## config.mk

```make
export PLATFORM = sky130hd
export DESIGN_NAME = poly_ram_arbiter
export DESIGN_NICKNAME = d
export VERILOG_FILES = /design/src/rtl/poly_ram_arbiter.sv
export SDC_FILE = /design/constraint.sdc
export NUM_CORES = 1
export LEC_CHECK = 0
export CAP_MARGIN = 20
export CORE_AREA = 2 2 104 106
export CTS_CLUSTER_SIZE = 30
export DETAILED_ROUTE_END_ITERATION = 16
export DIE_AREA = 0 0 106 108
export PLACE_DENSITY = 0.73
export SKIP_CTS_REPAIR_TIMING = 1
export SYNTH_ARGS = -nofsm -noshare
export SYNTH_HDL_FRONTEND = slang
export SYNTH_SLANG_ARGS = --single-unit
```

## constraint.sdc

```tcl
create_clock -name clk -period 3.1 [get_ports clk]
set_clock_uncertainty 0.15 [all_clocks]
set_input_delay 0.93 -clock clk [delete_from_list [all_inputs] [get_ports clk]]
set_output_delay 0.93 -clock clk [all_outputs]
set_load 0.02 [all_outputs]
```

## src/rtl/poly_ram_arbiter.sv

```systemverilog
// ---------------------------------------------------------------------------
// poly_ram_arbiter
//   Shares a single dual-port RAM between N_REQ requester engines. The write
//   port (A) and the read port (B) each have an independent round-robin
//   arbiter with burst locking. Every accepted read is tagged with the
//   requester that issued it, and the tag travels through a
//   COMMON_BRAM_DELAY-deep pipeline so that the delayed ram_doutb is
//   returned to the right requester.
//
// Ports
//   clk            rising-edge clock
//   rst_n          synchronous active-low reset
//   rd_req/rd_addr/rd_last   per-requester read requests (packed per requester)
//   rd_gnt         read grant, beat transfers on rd_req[i] & rd_gnt[i]
//   rd_rsp_valid   one-hot: rd_rsp_data belongs to requester i
//   rd_rsp_data    shared read data (ram_doutb)
//   wr_req/wr_addr/wr_data/wr_last, wr_gnt   write-side equivalents
//   ram_wea/ram_addra/ram_dina               RAM port A (write)
//   ram_addrb/ram_doutb                      RAM port B (read)
//
// Also contains poly_ram_rr_lock_arb, the per-port arbiter:
//   req/last in, one-hot gnt and its binary index out.
// ---------------------------------------------------------------------------

module poly_ram_rr_lock_arb #(
  parameter int N_REQ = 2,
  parameter int IDX_W = 1
) (
  input  logic             clk,
  input  logic             rst_n,
  input  logic [N_REQ-1:0] req,
  input  logic [N_REQ-1:0] last,
  output logic [N_REQ-1:0] gnt,
  output logic [IDX_W-1:0] gnt_idx
);

  localparam logic [0:0] ST_IDLE   = 1'b0;
  localparam logic [0:0] ST_LOCKED = 1'b1;
  localparam logic [IDX_W:0] N_L   = (IDX_W+1)'(N_REQ);

  logic [0:0]       state_r;
  logic [IDX_W-1:0] owner_r;
  logic [IDX_W-1:0] ptr_r;
  logic [IDX_W-1:0] win_idx_s;
  logic             win_vld_s;
  logic [IDX_W:0]   sum_s;
  logic [IDX_W:0]   cand_s;
  logic             hit_s;

  // Index after idx, wrapping at N_REQ (N_REQ need not be a power of two).
  function automatic logic [IDX_W-1:0] wrap_inc(input logic [IDX_W-1:0] idx);
    logic [IDX_W:0] nxt;
    nxt = {1'b0, idx} + {{IDX_W{1'b0}}, 1'b1};
    nxt = (nxt >= N_L) ? {(IDX_W+1){1'b0}} : nxt;
    return nxt[IDX_W-1:0];
  endfunction

  // Round-robin scan: first requester found starting at ptr_r, wrapping.
  always_comb begin
    win_vld_s = 1'b0;
    win_idx_s = {IDX_W{1'b0}};
    sum_s     = {(IDX_W+1){1'b0}};
    cand_s    = {(IDX_W+1){1'b0}};
    hit_s     = 1'b0;
    for (int k = 0; k < N_REQ; k++) begin
      sum_s     = {1'b0, ptr_r} + (IDX_W+1)'(k);
      cand_s    = (sum_s >= N_L) ? (sum_s - N_L) : sum_s;
      hit_s     = ~win_vld_s & req[cand_s[IDX_W-1:0]];
      win_idx_s = hit_s ? cand_s[IDX_W-1:0] : win_idx_s;
      win_vld_s = win_vld_s | hit_s;
    end
  end

  // Grant from registered state and live requests; reset masks everything
  // so no beat can be accepted on a reset edge.
  always_comb begin
    gnt     = {N_REQ{1'b0}};
    gnt_idx = {IDX_W{1'b0}};
    if (!rst_n) begin
      gnt     = {N_REQ{1'b0}};
      gnt_idx = {IDX_W{1'b0}};
    end else if (state_r == ST_LOCKED) begin
      // A stalled owner keeps the lock: nobody else is granted.
      gnt_idx      = owner_r;
      gnt[owner_r] = req[owner_r];
    end else begin
      gnt_idx        = win_idx_s;
      gnt[win_idx_s] = win_vld_s;
    end
  end

  // State, owner and pointer update on each transferred beat.
  always_ff @(posedge clk) begin
    if (!rst_n) begin
      state_r <= ST_IDLE;
      owner_r <= {IDX_W{1'b0}};
      ptr_r   <= {IDX_W{1'b0}};
    end else if (|gnt) begin
      if (last[gnt_idx]) begin
        state_r <= ST_IDLE;
        ptr_r   <= wrap_inc(gnt_idx);
      end else begin
        // Burst continues: lock onto the winner, pointer stays put.
        state_r <= ST_LOCKED;
        owner_r <= gnt_idx;
      end
    end
  end

endmodule

module poly_ram_arbiter #(
  parameter int COE_WIDTH         = 39,
  parameter int ADDR_WIDTH        = 9,
  parameter int N_REQ             = 2,
  parameter int COMMON_BRAM_DELAY = 1
) (
  input  logic                          clk,
  input  logic                          rst_n,
  input  logic [N_REQ-1:0]              rd_req,
  input  logic [N_REQ*ADDR_WIDTH-1:0]   rd_addr,
  input  logic [N_REQ-1:0]              rd_last,
  output logic [N_REQ-1:0]              rd_gnt,
  output logic [N_REQ-1:0]              rd_rsp_valid,
  output logic [COE_WIDTH-1:0]          rd_rsp_data,
  input  logic [N_REQ-1:0]              wr_req,
  input  logic [N_REQ*ADDR_WIDTH-1:0]   wr_addr,
  input  logic [N_REQ*COE_WIDTH-1:0]    wr_data,
  input  logic [N_REQ-1:0]              wr_last,
  output logic [N_REQ-1:0]              wr_gnt,
  output logic                          ram_wea,
  output logic [ADDR_WIDTH-1:0]         ram_addra,
  output logic [COE_WIDTH-1:0]          ram_dina,
  output logic [ADDR_WIDTH-1:0]         ram_addrb,
  input  logic [COE_WIDTH-1:0]          ram_doutb
);

  localparam int IDX_W = (N_REQ > 1) ? $clog2(N_REQ) : 1;

  logic [IDX_W-1:0] rd_idx_s;
  logic [IDX_W-1:0] wr_idx_s;
  logic [N_REQ-1:0] tag_pipe_r [COMMON_BRAM_DELAY];

  poly_ram_rr_lock_arb #(
    .N_REQ (N_REQ),
    .IDX_W (IDX_W)
  ) u_rd_arb (
    .clk     (clk),
    .rst_n   (rst_n),
    .req     (rd_req),
    .last    (rd_last),
    .gnt     (rd_gnt),
    .gnt_idx (rd_idx_s)
  );

  poly_ram_rr_lock_arb #(
    .N_REQ (N_REQ),
    .IDX_W (IDX_W)
  ) u_wr_arb (
    .clk     (clk),
    .rst_n   (rst_n),
    .req     (wr_req),
    .last    (wr_last),
    .gnt     (wr_gnt),
    .gnt_idx (wr_idx_s)
  );

  // Port A mux: idle port drives zeros so the RAM sees no stray writes.
  always_comb begin
    ram_wea   = 1'b0;
    ram_addra = {ADDR_WIDTH{1'b0}};
    ram_dina  = {COE_WIDTH{1'b0}};
    if (|wr_gnt) begin
      ram_wea   = 1'b1;
      ram_addra = wr_addr[wr_idx_s*ADDR_WIDTH +: ADDR_WIDTH];
      ram_dina  = wr_data[wr_idx_s*COE_WIDTH +: COE_WIDTH];
    end else begin
      ram_wea   = 1'b0;
      ram_addra = {ADDR_WIDTH{1'b0}};
      ram_dina  = {COE_WIDTH{1'b0}};
    end
  end

  // Port B address mux.
  always_comb begin
    ram_addrb = {ADDR_WIDTH{1'b0}};
    if (|rd_gnt) begin
      ram_addrb = rd_addr[rd_idx_s*ADDR_WIDTH +: ADDR_WIDTH];
    end else begin
      ram_addrb = {ADDR_WIDTH{1'b0}};
    end
  end

  // Tag pipeline matched to RAM latency; reset drops all in-flight tags.
  always_ff @(posedge clk) begin
    if (!rst_n) begin
      for (int k = 0; k < COMMON_BRAM_DELAY; k++) begin
        tag_pipe_r[k] <= {N_REQ{1'b0}};
      end
    end else begin
      tag_pipe_r[0] <= rd_gnt;
      for (int k = 1; k < COMMON_BRAM_DELAY; k++) begin
        tag_pipe_r[k] <= tag_pipe_r[k-1];
      end
    end
  end

  assign rd_rsp_valid = tag_pipe_r[COMMON_BRAM_DELAY-1];
  assign rd_rsp_data  = ram_doutb;

endmodule

```

==> results of run 1 <==
-- state kept, by name, summed over array words and instances, names as in the netlist --
signal / cells
u_rd_arb.state_r: 1
u_wr_arb.ptr_r: 1
u_rd_arb.ptr_r: 1
u_wr_arb.state_r: 1
u_rd_arb.owner_r: 1
tag_pipe_r: 2
u_wr_arb.owner_r: 1
-- path summary, 6_finish.rpt --
kind / depth (start not counted) / slack (ns) / startpoint / end
worst max-delay path: 8 / -0.26 / wr_req[0] / ram_addra[2]
worst min-delay path: 2 / 0.35 / u_rd_arb.state_r / u_rd_arb.state_r
worst max register to register: 6 / 1.23 / u_rd_arb.ptr_r / u_rd_arb.state_r
worst min register to register: 2 / 0.35 / u_rd_arb.state_r / u_rd_arb.state_r
-- worst min-delay path, stage by stage, from the launching register on --
cell	delay [ns]
dfxtp_1	0.33
nand2_1	0.06
mux2i_1	0.06
-- cell type report --
type / count / share of cell area (%)
clock buffer: 3 / 0.961
sequential: 8 / 3.73
multi-input combinational: 217 / 38.4
inverter: 6 / 0.524
timing repair buffer: 223 / 52.4
tap: 136 / 3.96
-- metal layers --
layer	vias to the layer above	GRT usage, %	wire length, um
li1	1377	-	-
met1	1408	16.1	4130
met2	152	27.0	5390
met3	21	3.44	804
met4	0	3.95	175
met5	-	0	0
-- cells by family (layout without fill, tap and decap cells) --
| kind of cell | Yosys count | count (layout) | synth area share, % |
|---|---|---|---|
| buffers and inverters | 77 | 232 | 25.9 |
| and+or+nand+nor | 71 | 71 | 19.7 |
| muxes | 5 | 5 | 2.87 |
| AOI/OAI and AO/OA | 141 | 141 | 43.0 |
| DFF | 8 | 8 | 8.56 |
-- power by group --
group	internal (mW)	switching [mW]	leakage (nW)	total [mW]
combinational	0.387	0.364	1.50	0.751
clock	0.0846	0.0457	0.0216	0.130
sequential	0.111	0.00810	0.0658	0.119
total	0.583	0.418	1.59	1.00
-- cell usage in the layout, fill, tap and decap left out, types with 3 or more instances in the layout --
cell type	instances
inv_1	4
o21ai_0	3
clkdlybuf4s50_1	120
clkbuf_2	9
buf_12	11
buf_4	43
a21oi_2	43
buf_8	3
clkbuf_16	5
o21ai_1	35
nand2_1	5
o21ai_4	5
a31oi_1	3
clkbuf_8	3
buf_6	19
nand3_4	7
o211a_1	3
o21ai_2	19
buf_2	11
dfxtp_1	8
a21oi_1	18
nand3_1	40
nand3_2	11
==> impl_metrics.ini, run 1 <==
[setup_path]
end_kind = primary output
criticalPathCategory = in -> out
cp_slowest_stage_delay_ns = 0.26
crit_chain = buf_6 > and2b_2 > o21ai_4 > buf_12 > clkbuf_16 > nand3_1 > a21oi_2 > buf_4
required_ns = 2.02
critPathMaxFanout = 6
path_buf_inv = 4
critPathLaunchType = input port
worst-endpoint-arrival_ns = 2.28
cp_slowest_cell = o21ai_4
critPathTopFamily = buffers and inverters

[cts]
cts_buffers = 3
insertion_delay_ns = 0.23
clkSinkCount = 8
cts.clk_slew.worst_paths_ns = 0.04
cts_tree = built
cts_root_buf = clkbuf_8
cts_buffer_depth = 2
htree_levels = 1

[layout]
multi_input_area_mm2 = 0.00165
syn2layout_area_growth_pct = 130
fin_cells = 593
regArea_um2 = 160
drive_gt1_share_pct = 44.0
utilization_pct = 42.0
stdcell_area_mm2 = 0.00430
fin_nets = 622
n_fill_cell = 1022
num_antenna_cells = 0

[placed_design]
post_dp_cell_area_mm2 = 0.00381
gp_congestion = 0.834
dp_cells = 579
dpl.hpwl_um = 6980
place_ws_ns = -0.988
portBuffers = 187

[grt]
antenna_found_initial = 0
grt_pass1_vias = 2694
track_usage_pct = 14.3
grt_overflow = 0
grt_max_degree = 36
grt_pass1_wl_um = 13400

[die]
io_pins = 266
die_x_um = 106
dieArea_mm2 = 0.0114
num_rows = 37
dieHeight_um = 108
initial_utilization_pct = 18.3
core_mm2 = 0.0102

[detailed_routing]
first_pass_iters = 4
drc = 0
wire_per_inst_um = 17.7
dr.first_iter.drc_count = 144
vias_per_cell = 4.99
vias = 2958
wirelength_um = 10500
ant_nets = 0

[sta]
whs_ns = 0.354
drv_slew = 0
fin_crit_ns = 3.36
worst_pin_slew_ns = 0.407
grt_setup_unrepaired = true
max_freq_ghz = 0.298
finalSetupTns_ns = -8.18
setup_viol = 52
relSlewSlack_pct = 72.8
fin_crit_sh_pct = 108
hold_viol_final = 0
fin_ws_ns = -0.255

[power_and_ir_drop]
p_leak_nw = 1.59
powerDensity_mw_per_mm2 = 233
p_total_mw = 1.00
vdd_ir_drop_max_mv = 0.139

[status]
outcome = complete, but fails checks
violations = negative setup slack

[yosys]
avgSynthCellArea_um2 = 6.20
yosys.area.top_type_share_pct = 16.8
ys_types = 35
synth.most_common_cell = nand3_1
async_flop_share_pct = 0
synth_area_mm2 = 0.00187
synth_top_cell_by_area = buf_4
ys.flop_type = dfxtp_1
yosysSeqAreaShare_pct = 8.56
synth_commonest_cells = 58 x nand3_1, 57 x o21ai_1, 52 x a21oi_1
syn_nets = 465
yosys_register_bits = 8
synth_edf_count = 0
synth_area_leaders = buf_4 17%, nand3_1 16%, o21ai_1 15%, a21oi_1 14%, dfxtp_1 8.6%
synth_warnings = 0
netlist_instances = 302

[min_path]
hp-class = reg -> reg

[run]
drv_cap = 0
(Power assumes the default switching activity.)
==> run 2: changes to the inputs <==
--- a/config.mk
+++ b/config.mk
@@ -5,7 +5,7 @@
 export SDC_FILE = /design/constraint.sdc
 export NUM_CORES = 1
 export LEC_CHECK = 0
-export CAP_MARGIN = 20
+export CAP_MARGIN = 25
 export CORE_AREA = 2 2 104 106
 export CTS_CLUSTER_SIZE = 30
 export DETAILED_ROUTE_END_ITERATION = 16
==> results of run 2 <==
No change in the layout: final DEF, timing and power equal those of run 1.
